### src/rtl/if_id_pkg.sv
// Shared types and defaults for the IF/ID skid stage.
//   state_t           : occupancy of the two-entry buffer
//   NOP_INSTR_DEFAULT : instruction shown to decode when nothing is held
//   DEF_INSTR_W/PC_W  : default field widths of a buffered entry
package if_id_pkg;

    typedef enum logic [1:0] {
        EMPTY = 2'd0,
        ONE   = 2'd1,
        TWO   = 2'd2
    } state_t;

    localparam logic [31:0] NOP_INSTR_DEFAULT = 32'h0000_0000;
    localparam int          DEF_INSTR_W       = 32;
    localparam int          DEF_PC_W          = 32;

endpackage

### src/rtl/if_id_skid_stage_sat_counter.sv
// Saturating up-counter.
//   clk   : rising-edge clock
//   rst_n : asynchronous active-low reset, clears count
//   inc   : add one this cycle
//   count : current value; holds at all-ones instead of wrapping
module sat_counter #(
    parameter int W = 16
) (
    input  logic         clk,
    input  logic         rst_n,
    input  logic         inc,
    output logic [W-1:0] count
);

    always_ff @(posedge clk or negedge rst_n) begin
        if (!rst_n) begin
            count <= '0;
        end else if (inc && (count != {W{1'b1}})) begin
            count <= count + 1'b1;
        end
    end

endmodule

### src/rtl/if_id_skid_stage.sv
// IF/ID pipeline stage built as a two-entry skid buffer (head + skid).
//   clk, rst_n            : clock and asynchronous active-low reset
//   in_valid/in_ready     : fetch-side handshake, in_instr/in_pc payload
//   stall                 : write-off, freezes contents and blocks both sides
//   flush                 : discards everything held plus any same-cycle input
//   out_valid/out_ready   : decode-side handshake, out_instr/out_pc = head
//   stall_cnt, flush_cnt  : saturating event counters
//
// state | meaning
// EMPTY | nothing held, outputs show NOP_INSTR / pc 0
// ONE   | head valid, skid free
// TWO   | head and skid valid, fetch back-pressured
module if_id_skid_stage
    import if_id_pkg::*;
#(
    parameter int          INSTR_W   = DEF_INSTR_W,
    parameter int          PC_W      = DEF_PC_W,
    parameter int          CNT_W     = 16,
    parameter logic [31:0] NOP_INSTR = NOP_INSTR_DEFAULT
) (
    input  logic               clk,
    input  logic               rst_n,
    input  logic               in_valid,
    output logic               in_ready,
    input  logic [INSTR_W-1:0] in_instr,
    input  logic [PC_W-1:0]    in_pc,
    input  logic               stall,
    input  logic               flush,
    output logic               out_valid,
    input  logic               out_ready,
    output logic [INSTR_W-1:0] out_instr,
    output logic [PC_W-1:0]    out_pc,
    output logic [CNT_W-1:0]   stall_cnt,
    output logic [CNT_W-1:0]   flush_cnt
);

    typedef struct packed {
        logic [INSTR_W-1:0] instr;
        logic [PC_W-1:0]    pc;
    } entry_t;

    localparam logic [INSTR_W-1:0] NOP_W = INSTR_W'(NOP_INSTR);

    state_t state_q, state_nxt;
    entry_t head_q, head_nxt;
    entry_t skid_q, skid_nxt;
    entry_t in_entry;
    logic   push, pop;

    assign in_entry.instr = in_instr;
    assign in_entry.pc    = in_pc;

    // in_ready depends only on registered state and the local controls, never
    // on out_ready, so fetch sees no combinational path through decode.
    assign in_ready  = rst_n && !stall && !flush && (state_q != TWO);
    assign out_valid = (state_q != EMPTY) && !stall;
    assign push      = in_valid && in_ready;
    assign pop       = out_valid && out_ready;

    assign out_instr = (state_q == EMPTY) ? NOP_W : head_q.instr;
    assign out_pc    = (state_q == EMPTY) ? '0    : head_q.pc;

    always_ff @(posedge clk or negedge rst_n) begin
        if (!rst_n) begin
            state_q <= EMPTY;
            head_q  <= '0;
            skid_q  <= '0;
        end else begin
            state_q <= state_nxt;
            head_q  <= head_nxt;
            skid_q  <= skid_nxt;
        end
    end

    always_comb begin
        state_nxt = state_q;
        head_nxt  = head_q;
        skid_nxt  = skid_q;
        if (flush) begin
            state_nxt = EMPTY;
            head_nxt  = '0;
            skid_nxt  = '0;
        end else if (!stall) begin
            case (state_q)
                EMPTY: begin
                    if (push) begin
                        state_nxt = ONE;
                        head_nxt  = in_entry;
                    end
                end
                ONE: begin
                    if (push && !pop) begin
                        state_nxt = TWO;
                        skid_nxt  = in_entry;
                    end else if (pop && !push) begin
                        state_nxt = EMPTY;
                    end else if (push && pop) begin
                        head_nxt  = in_entry;
                    end
                end
                TWO: begin
                    if (pop) begin
                        state_nxt = ONE;
                        head_nxt  = skid_q;
                    end
                end
                default: begin
                    state_nxt = EMPTY;
                end
            endcase
        end
    end

    // Flush overrides stall, so a joint cycle only counts as a flush.
    sat_counter #(.W(CNT_W)) u_stall_cnt (
        .clk   (clk),
        .rst_n (rst_n),
        .inc   (stall && !flush),
        .count (stall_cnt)
    );

    sat_counter #(.W(CNT_W)) u_flush_cnt (
        .clk   (clk),
        .rst_n (rst_n),
        .inc   (flush),
        .count (flush_cnt)
    );

endmodule

### config.mk
export PLATFORM = sky130hd
export DESIGN_NAME = if_id_skid_stage
export DESIGN_NICKNAME = d
export VERILOG_FILES = /design/src/rtl/if_id_pkg.sv /design/src/rtl/if_id_skid_stage_sat_counter.sv /design/src/rtl/if_id_skid_stage.sv
export SDC_FILE = /design/constraint.sdc
export NUM_CORES = 1
export LEC_CHECK = 0
export ABC_CLOCK_PERIOD_IN_PS = 5900
export BUFFER_PORTS_ARGS = -buffer_cell sky130_fd_sc_hd__buf_2
export CAP_MARGIN = 15
export CORE_ASPECT_RATIO = 0.75
export CORE_UTILIZATION = 31
export CTS_CLUSTER_SIZE = 30
export DETAILED_ROUTE_END_ITERATION = 8
export HOLD_SLACK_MARGIN = 0.06
export MAX_ROUTING_LAYER = met4
export PLACE_DENSITY = 0.53
export SLEW_MARGIN = 10
export SYNTH_ARGS = -nofsm -noshare
export SYNTH_HDL_FRONTEND = slang
export SYNTH_SLANG_ARGS = --single-unit
### constraint.sdc
create_clock -name clk -period 5.9 [get_ports clk]
set_input_delay 1.18 -clock clk [delete_from_list [all_inputs] [get_ports clk]]
set_output_delay 1.18 -clock clk [all_outputs]
set_load 0.1 [all_outputs]
## Yosys cells after proc, flatten, opt, wreduce, memory -nomap -nowiden

Index checks and enable logic that the tools add are counted.
Widths: inputs -> output; s select.

| word-level totals | value |
|---|---|
| input port bits | 70 |
| register bits | 162 |
| output and inout bits | 98 |
| logic and storage cells | 66 |

| operators by class | value |
|---|---|
| reduce and logical (&&, ||, !) cells | 24 |
| add/sub/neg operators | 2 |
| muxes and demuxes | 21 |
| equal/unequal tests | 12 |

Operators by type and width:

| cell | count |
|---|---|
| $mux 64 | 11 |
| $pmux 64 s3 | 1 |
| $mux 32 | 2 |
| $add 16x1->16 const B | 2 |
| $ne 16x16->1 const B | 2 |
| $ne 3x3->1 const B | 5 |
| $logic_and 1x1->1 | 12 |
| $mux 2 | 6 |
| $reduce_and 7->1 | 1 |
| $pmux 2 s3 | 1 |
| $reduce_bool 2->1 | 3 |
| $logic_not 1->1 | 4 |
| $ne 4x4->1 const B | 1 |
| $reduce_and 4->1 | 1 |
| $reduce_bool 4->1 | 1 |
| $reduce_and 3->1 | 1 |
| $eq 2x1->1 const B | 1 |
| $eq 2x2->1 const B | 1 |
| $logic_not 2->1 | 1 |
| $ne 2x1->1 const B | 1 |
| $ne 2x2->1 const B | 1 |

## Logic depth before layout (Yosys ltp)

Gate-level depths: netlist of the first run.

| depth | value |
|---|---|
| depth after elaboration | 12 |
| depth in mapped cells | 11 |
| gate-level depth less buffers | 7 |

## Cells and area by module

From an unflattened synthesis of the first run, not the netlist that was laid out.

| second synthesis, totals | value |
|---|---|
| cell total of the unflattened synthesis | 749 |
| area, all modules | 8071.5 µm² |

Modules (own cells, without submodules):

| module | times used | cells an instance | area each (µm²) | sequential area each (µm²) |
|---|---|---|---|---|
| if_id_skid_stage | 1 | 595 | 6302.3 | 3253.1 |
| sat_counter | 2 | 77 | 884.6 | 400.4 |

## Least setup slack after synthesis of the first run

OpenSTA, ideal clock, no wires.

| timing path | value |
|---|---|
| path type | input-to-reg |
| start | input stall |
| end | register head_q[22] (netlist name) |
| data arrival time | 3.572 ns |
| path buffers | 2 |
| required time | 5.750 ns |
| cell stages on the path | 6 |
| library setup time | 0.150 ns |
| slack | 2.178 ns |
| cells stage by stage | nor2_1 -> nand4_1 -> a221oi_2 -> buf_2 -> buf_2 -> a211oi_2 |

| between the ends | value |
|---|---|
| word-level cells in the longest chain between the ends | 9 |
| elaborated cells between the ends (all ways) | 19 |
| those cells by class | eq/ne (6); reduce/logical (13) |

RTL lines:

| item | RTL line | source |
|---|---|---|
| start, declared | if_id_skid_stage.sv:27 | `input logic stall,` |
| $logic_not 1->1 | n/a |  |
| $logic_and 1x1->1 (3 in series) | if_id_skid_stage.sv:55 | `assign in_ready = rst_n && !stall && !flush && (state_q != TWO);` |
| $logic_and 1x1->1 | if_id_skid_stage.sv:57 | `assign push = in_valid && in_ready;` |
| $logic_not 1->1 | if_id_skid_stage.sv:95 | `end else if (pop && !push) begin` |
| $logic_and 1x1->1 | if_id_skid_stage.sv:95 |  |
| $ne 3x3->1 (no source line) | n/a |  |
| $reduce_and 7->1 (no source line) (*) | n/a |  |
| end signal, assigned | if_id_skid_stage.sv:70 | `head_q <= head_nxt;` |
| end, declared | if_id_skid_stage.sv:45 | `entry_t head_q, head_nxt;` |

Mark *: on every way between the ends. The rest lies on a longest branch, timed or not.
A chain may end at the register's enable or synchronous reset.

## Worst setup path after layout of the first run

| timing path | value |
|---|---|
| start | register state_q[0] |
| end | output out_instr[5] |

| between the ends | value |
|---|---|
| word-level cells in the longest chain between the ends | 2 |

RTL lines:

| item | RTL line | source |
|---|---|---|
| start, declared | if_id_skid_stage.sv:44 | `state_t state_q, state_nxt;` |
| start signal, assigned | if_id_skid_stage.sv:69 | `state_q <= state_nxt;` |
| $logic_not 2->1 | if_id_skid_stage.sv:60 | `assign out_instr = (state_q == EMPTY) ? NOP_W : head_q.instr;` |
| $mux 32 | if_id_skid_stage.sv:60 |  |
| end, declared | if_id_skid_stage.sv:31 | `output logic [INSTR_W-1:0] out_instr,` |

No other way between the ends.

==> results of run 1 <==
routing by layer:
layer	global-route usage	vias to the layer above	wire length, um
met5	-	-	0
met4	0.0420	0	170
met3	0.0401	11	891
met2	0.221	136	8780
met1	0.238	2885	10600
li1	-	3005	-
worst reg2reg max path, stage by stage (launching register included):
cell     delay [ns]
dfrtp_1        0.40
inv_1          0.15
ha_2           0.87
nor2_1         0.27
a21oi_4        0.94
buf_4          0.42
o21ai_0        0.14
final cells by class:
cell class | instances | area share
diodes | 2 | 0.000509
clock buffers | 19 | 0.0450
multi-input cells | 575 | 0.381
clock inverters | 13 | 0.0210
flip-flops and latches | 162 | 0.412
repair buffers | 177 | 0.0948
well taps | 338 | 0.0430
inverters | 6 | 0.00229
flip-flops by register name, summed over array words and instances, names as in the netlist:
register,count
skid_q,64
u_stall_cnt.count,16
head_q,64
state_q,2
u_flush_cnt.count,16
path summary, 6_finish.rpt:
path                       slack [ns]  cells past startpoint                   from                     to
hold reg to reg                  0.48                      1  u_stall_cnt.count[10]  u_stall_cnt.count[10]
setup reg to reg                 2.58                      6             state_q[0]             skid_q[49]
min in group asynchronous        0.71                      1                  rst_n   u_flush_cnt.count[7]
hold / removal                   0.48                      1  u_stall_cnt.count[10]  u_stall_cnt.count[10]
setup / recovery                 1.98                      5             state_q[0]           out_instr[5]
max in group asynchronous        3.91                      2                  rst_n             head_q[32]
cells by family (layout without fill, tap and decap cells):
group	count (synthesis)	after routing
AO/OA/AOI/OAI	146	146
XOR/XNOR	25	25
adder cells (fa/ha/maj)	6	6
buffers and inverters	63	215
flip-flops	162	162
multiplexers	68	68
other	0	2
AND/OR/NAND/NOR	330	330
layout by cell type (no fill, tap or decap), types with 2 or more instances in the layout:
cell type,count
dfrtp_1,162
nand2_1,141
nor2_1,78
nor2b_1,68
and3_1,4
inv_1,5
xnor2_1,13
a211oi_1,9
a21oi_1,6
nor3_1,5
clkbuf_16,17
and2_1,2
a31oi_1,2
o2111ai_1,2
clkinvlp_4,2
xor2_1,12
nand2b_1,2
bufinv_16,5
buf_4,10
a211oi_2,56
mux2_2,2
ha_1,4
mux2i_1,66
nand3_1,15
clkinv_2,3
nand4_1,7
buf_2,165
inv_6,2
diode_2,2
o21ai_0,64
where the power goes:
part           switching [mW]  internal [mW]  leakage, nW  total (mW)
clock                   0.466          0.764        0.314        1.23
combinational           0.673          0.182         1.69       0.855
sequential             0.0907           1.20         2.20        1.29
total                    1.23           2.15         4.20        3.38
stage by stage:
stage | power, mW | instances | setup slack, ns | util
final | 3.38 | 1292 | 1.98 | 0.389
after floorplan | 1.98 | 800 | 2.18 | -
after CTS | 3.43 | 1290 | 1.91 | 0.389
after global placement | 2.17 | 1258 | 2.13 | 0.363
after detailed placement | 2.17 | 1258 | 2.08 | 0.363
after global routing | 3.54 | 1292 | 1.75 | 0.389
==> metrics.md, run 1 <==
| Metric | Value |
|---|---|
| Number of DRC markers in iteration 0 | `395` |
| Sequential element share of the synthesized area | `0.502` |
| CTS sink count | `between 150 and 200` |
| XOR/XNOR share of the synthesized area | `0.0271` |
| Unrepaired setup endpoints after global routing | `false` |
| Boundary pin count | `168` |
| Lkg Pwr | `about 4.2 nW` |
| WP data required | `between 4 and 5 ns` |
| Fmax | `0.255 GHz` |
| Die Height | `142 um` |
| Vias in the first global route | `~5.7k` |
| Core area | `0.0253 mm2` |
| Most used flip-flop cell after synthesis | `dfrtp_1` |
| Finished Cell Area | `0.00984 mm2` |
| Initial antenna violation count | `2` |
| Total Routing Usage GR | `0.163` |
| Count leader, synth | `dfrtp_1` |
| Worst slew pin tran | `1.12 ns` |
| CTS tree | `done` |
| Synth area leader | `dfrtp_1` |
| Routed Antenna Nets | `0` |
| Clock insertion delay at the later pin of the skew report | `about 0.43 ns` |
| First-pass GRT wire length | `32900 um` |
| Mapped Cells | `800` |
| Max Cap Viol | `0` |
| Clk slew on worst S/H paths | `0.07 ns` |
| Crit path DAT | `2.74 ns` |
| Post-synthesis compound-gate area fraction | `0.150` |
| Number of fill cells in the layout | `2581` |
| Placed Area | `about 0.0092 mm2` |
| Peak supply drop | `0.199 mV` |
| Die W | `188 um` |
| Post-route setup TNS | `0 ns` |
| Worst path max stage delay | `0.87 ns` |
| Total grt overflow | `0` |
| Port buffer count | `~170` |
| Count of different cell masters after synthesis | `42` |
| Largest delay share family, worst path | `buffers and inverters` |
| Post-synth EDFFs | `0` |
| Cell Chain, Critical Path | `inv_1 > ha_2 > buf_4 > nor2b_1 > buf_2` |
| Post-synthesis adder-cell area fraction | `0.00929` |
| Post-Syn Area | `approximately 0.0081 mm2` |
| Routability cong. | `0.830` |
| Die area | `0.0267 mm2` |
| Via/cell ratio | `around 4.7` |
| Min-Delay Path Class | `flip-flop to flip-flop` |
| Synth top area share | `0.502` |
| Post-synth top cells | `dfrtp_1, nand2_1, nor2_1` |
| Hold Violations, Final | `0` |
| Syn. warnings | `0` |
| Postcts setup bufs | `0` |
| Slew Viols, Final | `0` |
| Crit path capture type | `output pin` |
| CTS H-tree lvls | `4` |
| Routed wire length | `approximately 20000 um` |
| Largest family of logic cells by synthesized area | `simple AND/OR/NAND/NOR gates` |
| TritonCTS buffer count | `17` |
| Worst hold margin | `0.484 ns` |
| Multi-input gate area | `roughly 0.0038 mm2` |
| Area contributors post-synth | `dfrtp_1, a211oi_2, mux2i_1` |
| Synth Area in Simple Gates | `0.189` |
| Pre-antenna DRT Iters | `5` |
| Post-CTS Resized | `0` |
| CP max FO | `between 40 and 50` |
| CP max stage cell | `ha_2` |
| FF+latch count, synth | `about 160` |
| Num rows | `50` |
| Number of setup violations in the final report | `0` |
| Largest net degree at the start of global routing | `77` |
| CTS Hold Bufs | `0` |
| DR vias | `6037` |
| Initial Util | `0.320` |
| Drt drc | `0` |
| Final worst-path cycle share | `0.664` |
| Asr flop ratio synth | `1.00` |
| Layout cells sized above 1 | `0.288` |
| CP Class | `flip-flop to output pin` |
| Power Dens Cells | `343 mW/mm2` |
| WL/cell | `15.8 um` |
| Nets | `1015` |
| Slew headroom | `0.251` |
| Crit path buffers/inverters | `3` |
| Clock Tree Buf Depth | `2` |
| Final Critical Period | `3.92 ns` |
| Syn-to-layout area delta | `21.7%` |
| Synthesized Nets | `between 800 and 900` |
| Root Buffer | `clkbuf_16` |
| Clock Skew | `0.0105 ns` |
| Syn avg cell area | `10.1 um2` |
| Status | `completed` |
| FF/Latch Area | `0.00405 mm2` |
| HPWL after detailed placement | `13100 um` |
| Startpoint types | `flip-flop` |
| Multiplexer share of the synthesized area | `0.0845` |
Power figures use the tool's default switching activity.
==> inputs of run 2 (changes only) <==
--- a/config.mk
+++ b/config.mk
@@ -5,7 +5,7 @@
 export SDC_FILE = /design/constraint.sdc
 export NUM_CORES = 1
 export LEC_CHECK = 0
-export ABC_CLOCK_PERIOD_IN_PS = 5900
+export ABC_CLOCK_PERIOD_IN_PS = 4000
 export BUFFER_PORTS_ARGS = -buffer_cell sky130_fd_sc_hd__buf_2
 export CAP_MARGIN = 15
 export CORE_ASPECT_RATIO = 0.75
==> constraint.sdc (replaced) <==
create_clock -name clk -period 4 [get_ports clk]
set_input_delay 0.8 -clock clk [delete_from_list [all_inputs] [get_ports clk]]
set_output_delay 0.8 -clock clk [all_outputs]
set_load 0.1 [all_outputs]
==> metrics.md, run 2 (synthesized netlist as in run 1, its figures left out) <==
| Metric | Value |
|---|---|
| Die Height | `between 100 and 150 um` |
| Initial antenna violation count | `3` |
| Status | `completed` |
| Flop pwr share | `0.399` |
| HPWL after detailed placement | `13000 um` |
| Register-to-Register Path Depth | `9` |
| TritonCTS buffer count | `17` |
| Commonest cells after routing, fill and taps aside | `buf_2, dfrtp_1, nand2_1` |
| CTS H-tree lvls | `4` |
| Finished Cell Area | `~0.01 mm2` |
| Final worst-path cycle share | `0.832` |
| Die W | `188 um` |
| Worst hold margin | `roughly 0.50 ns` |
| Fmax | `between 0.3 and 0.4 GHz` |
| Comb pwr share | `0.266` |
| Final worst slack | `0.672 ns` |
| Placed Cells | `1261` |
| Clock share of power | `0.335` |
| Unrepaired setup endpoints after global routing | `false` |
| Clock Tree Buf Depth | `2` |
| Largest net degree at the start of global routing | `130` |
| Placed Area | `~0.0092 mm2` |
| Drt drc | `0` |
| WL/cell | `15.9 um` |
| CTS tree | `done` |
| Max Cap Viol | `0` |
| Routed Antenna Nets | `0` |
| Commonest non-fill, non-tap cell in the layout | `buf_2` |
| Sw power | `1.83 mW` |
| Post-CTS Resized | `0` |
| Total Routing Usage GR | `0.164` |
| CP Capture Point | `out_valid` |
| CTS sink count | `162` |
| Vias in the first global route | `6134` |
| Post-route setup TNS | `0 ns` |
| Port buffer count | `167` |
| Lkg Pwr | `4.18 nW` |
| Num rows | `50` |
| Clk slew on worst S/H paths | `0.06 ns` |
| CP max stage cell | `ha_2` |
| WP data required | `3.20 ns` |
| DR vias | `6076` |
| Routed wire length | `20600 um` |
| Clock insertion delay at the later pin of the skew report | `roughly 0.43 ns` |
| Startpoint types | `flip-flop` |
| Nets | `1018` |
| Hold Violations, Final | `0` |
| Worst R2R End | `head_q[10]` |
| Number of DRC markers in iteration 0 | `334` |
| Place WS | `0.816 ns` |
| Slew Viols, Final | `0` |
| Postcts setup bufs | `0` |
| Layout cells sized above 1 | `0.290` |
| CP Class | `flip-flop to output pin` |
| Worst reg-to-reg setup slack | `0.84 ns` |
| CP max FO | `36` |
| Worst path max stage delay | `0.72 ns` |
| Clock Skew | `0.0120 ns` |
| R2R Path Start | `state_q[0]` |
| Post-Layout Cell Count | `1296` |
| Crit path DAT | `2.53 ns` |
| Core area | `0.0253 mm2` |
| Root Buffer | `clkbuf_16` |
| Final Critical Period | `3.33 ns` |
| Number of fill cells in the layout | `2611` |
| Switching Fraction | `0.385` |
| Boundary pin count | `168` |
| Die area | `~0.027 mm2` |
| Routability cong. | `0.842` |
| Syn-to-layout area delta | `21.2%` |
| Pre-antenna DRT Iters | `4` |
| Initial Util | `0.320` |
| Peak supply drop | `0.326 mV` |
| CTS Hold Bufs | `0` |
| Number of setup violations in the final report | `0` |
| Crit path capture type | `output pin` |
| Slew headroom | `0.417` |
| Worst setup path startpoint | `state_q[0]` |
| Cell Chain, Critical Path | `inv_1 > ha_2 > buf_4 > nor2_1 > buf_2` |
| Total grt overflow | `0` |
| Min-Delay Path Class | `flip-flop to flip-flop` |
| Power Dens Cells | `486 mW/mm2` |
| Internal power | `2.93 mW` |
| Via/cell ratio | `approximately 4.7` |
| Worst slew pin tran | `0.875 ns` |
| First-pass GRT wire length | `33200 um` |
| Top Registers | `head_q (64), skid_q (64)` |
-- run 2: how the worst min path moves through the flow --
| stage | startpoint | cells after the start | slack (ns) | to |
|---|---|---|---|---|
| finish | u_stall_cnt.count[15] | 1 | 0.50 | u_stall_cnt.count[15] |
| global route | u_stall_cnt.count[7] | 1 | 0.51 | u_stall_cnt.count[7] |
| CTS | u_stall_cnt.count[7] | 1 | 0.49 | u_stall_cnt.count[7] |
| detailed placement | u_stall_cnt.count[7] | 1 | 0.48 | u_stall_cnt.count[7] |
| global placement | u_stall_cnt.count[7] | 1 | 0.48 | u_stall_cnt.count[7] |
| floorplan | rst_n | 0 | 0.50 | head_q[0] |
-- run 2: final cells by class --
| type | count | area, um2 | share of cell area |
|---|---|---|---|
| Clock buffer | 19 | 443 | 0.0452 |
| Sequential cell | 162 | 4050 | 0.414 |
| Timing Repair Buffer | 180 | 967 | 0.0987 |
| Inverter | 6 | 22.5 | 0.00230 |
| Clock inverter | 13 | 128 | 0.0130 |
| Multi-Input combinational cell | 575 | 3750 | 0.383 |
| Antenna cell | 3 | 7.51 | 0.000766 |
| Tap cell | 338 | 423 | 0.0432 |
-- run 2: critical path: cells and delay by family (launching register included) --
| kind | cells | cell delay [ns] |
|---|---|---|
| and+or+nand+nor | 1 | 0.14 |
| DFF | 1 | 0.40 |
| adders and majority gates | 1 | 0.72 |
| buffers and inverters | 3 | 0.84 |
-- run 2: power by group through the flow --
| stage | Sequential, mW | Combinational, mW | Clock (mW) |
|---|---|---|---|
| finish | 1.90 | 1.27 | 1.59 |
| global route | 1.92 | 1.35 | 1.72 |
| CTS | 1.90 | 1.28 | 1.66 |
| detailed placement | 1.93 | 1.28 | 0 |
| global placement | 1.93 | 1.27 | 0 |
| floorplan | 2.40 | 0.514 | 0 |
-- run 2: per-layer routing --
metal  GRT usage  vias to the layer above  wire length [um]  part of all wire
li1            -                     3025                 -                 -
met1       0.224                     2912             10400              0.50
met2       0.244                      126              9080              0.44
met3      0.0391                       13               998             0.048
met4      0.0416                        0               202            0.0098
met5           -                        -                 0                 0
-- run 2: through the flow --
step	total power, mW	util
6_report	4.76	0.388
5_1_grt	4.99	0.388
4_1_cts	4.84	0.387
3_5_place_dp	3.21	0.365
3_3_place_gp	3.20	0.365
2_1_floorplan	2.92	-
==> inputs of run 3 (changes only) <==
--- a/config.mk
+++ b/config.mk
@@ -5,7 +5,8 @@
 export SDC_FILE = /design/constraint.sdc
 export NUM_CORES = 1
 export LEC_CHECK = 0
-export ABC_CLOCK_PERIOD_IN_PS = 4000
+export ABC_AREA = 1
+export ABC_CLOCK_PERIOD_IN_PS = 3100
 export BUFFER_PORTS_ARGS = -buffer_cell sky130_fd_sc_hd__buf_2
 export CAP_MARGIN = 15
 export CORE_ASPECT_RATIO = 0.75
==> constraint.sdc (replaced) <==
create_clock -name clk -period 3.1 [get_ports clk]
set_input_delay 0.62 -clock clk [delete_from_list [all_inputs] [get_ports clk]]
set_output_delay 0.62 -clock clk [all_outputs]
set_load 0.1 [all_outputs]
==> metrics.md, run 3 <==
| Metric | Value |
|---|---|
| Max Cap Viol | `0` |
| Crit path capture type | `output pin` |
| Clock Skew | `0.0110 ns` |
| Worst slew pin tran | `0.947 ns` |
| Count leader, synth | `nand2_1` |
| Total power | `9.06 mW` |
| CP max FO | `38` |
| CP Capture Point | `out_instr[1]` |
| Clk slew on worst S/H paths | `0.07 ns` |
| Slew Viols, Final | `0` |
| Syn-to-layout area delta | `18.9%` |
| Layout cells sized above 1 | `0.181` |
| Num rows | `52` |
| WP data required | `2.48 ns` |
| CP Class | `flip-flop to output pin` |
| Min-Delay Path Class | `input port to flip-flop` |
| Initial Util | `0.321` |
| Most used flip-flop cell after synthesis | `dfrtp_1` |
| Core area | `0.0274 mm2` |
| Worst hold margin | `0.449 ns` |
| CTS H-tree lvls | `4` |
| Number of DRC markers in iteration 0 | `~400` |
| Synth top area share | `0.461` |
| Number of setup violations in the final report | `0` |
| Clock Tree Buf Depth | `2` |
| Startpoint types | `flip-flop` |
| Routability cong. | `0.840` |
| HPWL after detailed placement | `15300 um` |
| Multi-input gate area | `0.00371 mm2` |
| Asr flop ratio synth | `1.00` |
| Commonest cells after routing, fill and taps aside | `nand2_1, buf_2, dfrtp_1` |
| CTS Hold Bufs | `1` |
| Port buffer count | `167` |
| Core Util, Final | `0.382` |
| Worst R2R End | `state_q[0]` |
| Lkg Pwr | `between 5 and 6 nW` |
| Drt drc | `0` |
| TritonCTS buffer count | `17` |
| Number of fill cells in the layout | `a little under 3k` |
| Power Dens Cells | `approximately 870 mW/mm2` |
| Sequential element share of the synthesized area | `0.461` |
| Total grt overflow | `0` |
| Routed wire length | `24200 um` |
| First-pass GRT wire length | `39900 um` |
| Commonest non-fill, non-tap cell in the layout | `nand2_1` |
| Status | `completed` |
| Post-synth EDFFs | `0` |
| Worst setup path startpoint | `state_q[1]` |
| Root Buffer | `clkbuf_16` |
| Peak supply drop | `0.535 mV` |
| Via/cell ratio | `4.68` |
| FF+latch count, synth | `162` |
| Synthesized Nets | `1222` |
| Fmax | `0.354 GHz` |
| CTS sink count | `162` |
| Worst reg-to-reg setup slack | `0.68 ns` |
| Register-to-Register Path Depth | `11` |
| Routed Antenna Nets | `0` |
| CTS tree | `done` |
| Initial antenna violation count | `2` |
| Min-delay src | `in_instr[5]` |
| Area contributors post-synth | `dfrtp_1, nand2_1, inv_1` |
| Total Routing Usage GR | `0.179` |
| Nets | `between 1k and 1.5k` |
| Synth area leader | `dfrtp_1` |
| Post-route setup TNS | `0 ns` |
| Post-Syn Area | `between 0.008 and 0.009 mm2` |
| FF/Latch Area | `0.00405 mm2` |
| Largest net degree at the start of global routing | `125` |
| Mapped Cells | `1146` |
| Syn avg cell area | `between 7 and 8 um2` |
| Die area | `0.0290 mm2` |
| Die W | `196 um` |
| Post-CTS Resized | `0` |
| Slew headroom | `0.369` |
| Crit path DAT | `2.20 ns` |
| Post-synth top cells | `nand2_1, dfrtp_1, inv_1` |
| WL/cell | `between 10 and 15 um` |
| Vias in the first global route | `7461` |
| Boundary pin count | `168` |
| Count of different cell masters after synthesis | `32` |
| Die Height | `148 um` |
| Clock insertion delay at the later pin of the skew report | `roughly 0.43 ns` |
| DR vias | `7779` |
| Hold Violations, Final | `0` |
| Syn. warnings | `0` |
| Pre-antenna DRT Iters | `5` |
| Postcts setup bufs | `0` |
| Final Critical Period | `~2.8 ns` |
| Final worst-path cycle share | `0.911` |
| Top Registers | `head_q (64), skid_q (64)` |
| R2R Path Start | `state_q[1]` |
| Unrepaired setup endpoints after global routing | `false` |
-- run 3: layout make-up --
class	instances	share of cell area
tap	378	0.0453
antenna	2	0.000479
multi-input combinational	751	0.355
sequential	162	0.388
clock inverter	11	0.0156
clock buffer	20	0.0418
timing repair buffer	184	0.0978
inverter	155	0.0562
-- run 3: where the power goes --
part	leakage (nW)	total [mW]	switching (mW)	internal [mW]
combinational	3.09	3.98	3.27	0.711
sequential	2.18	2.87	0.309	2.56
clock	0.297	2.21	0.872	1.34
total	5.57	9.06	4.45	4.61
-- run 3: kinds of logic (layout without fill, tap and decap cells) --
kind of cell,Yosys count,count (layout),synth area share
flops,162,162,0.461
buf+inv,233,370,0.117
fa+ha+maj,6,6,0.00854
other cells,0,2,0
simple gates,581,581,0.292
xor+xnor,22,22,0.0219
compound gates,142,142,0.0992
-- run 3: worst max-delay path: stages, from the launching register on --
cell and delay [ns]:
dfrtp_1 0.42, inv_1 0.10, ha_2 0.37, buf_4 0.44
nor2_1 0.12, buf_2 0.31
-- run 3: worst min-delay path by stage --
stage / to / slack, ns / cells after the start
floorplan: head_q[0] / 0.32 / 0
global placement: u_stall_cnt.count[0] / 0.46 / 1
detailed placement: u_stall_cnt.count[0] / 0.46 / 1
CTS: skid_q[37] / 0.43 / 3
global route: skid_q[39] / 0.44 / 3
finish: skid_q[37] / 0.45 / 3
-- run 3: per-layer routing --
layer | GRT usage | up-vias | share of wire
li1 | - | 3941 | -
met1 | 0.245 | 3639 | 0.50
met2 | 0.274 | 187 | 0.45
met3 | 0.0338 | 12 | 0.046
met4 | 0.0418 | 0 | 0.0075
met5 | - | - | 0
-- run 3: per-stage QoR --
stage | instance area, um2 | cells | setup slack [ns]
finish | 10500 | 1663 | 0.277
global route | 10500 | 1663 | 0.105
CTS | 10400 | 1661 | 0.226
detailed placement | 9840 | 1629 | 0.557
global placement | 9840 | 1629 | 0.586
floorplan | 8790 | 1146 | 0.117
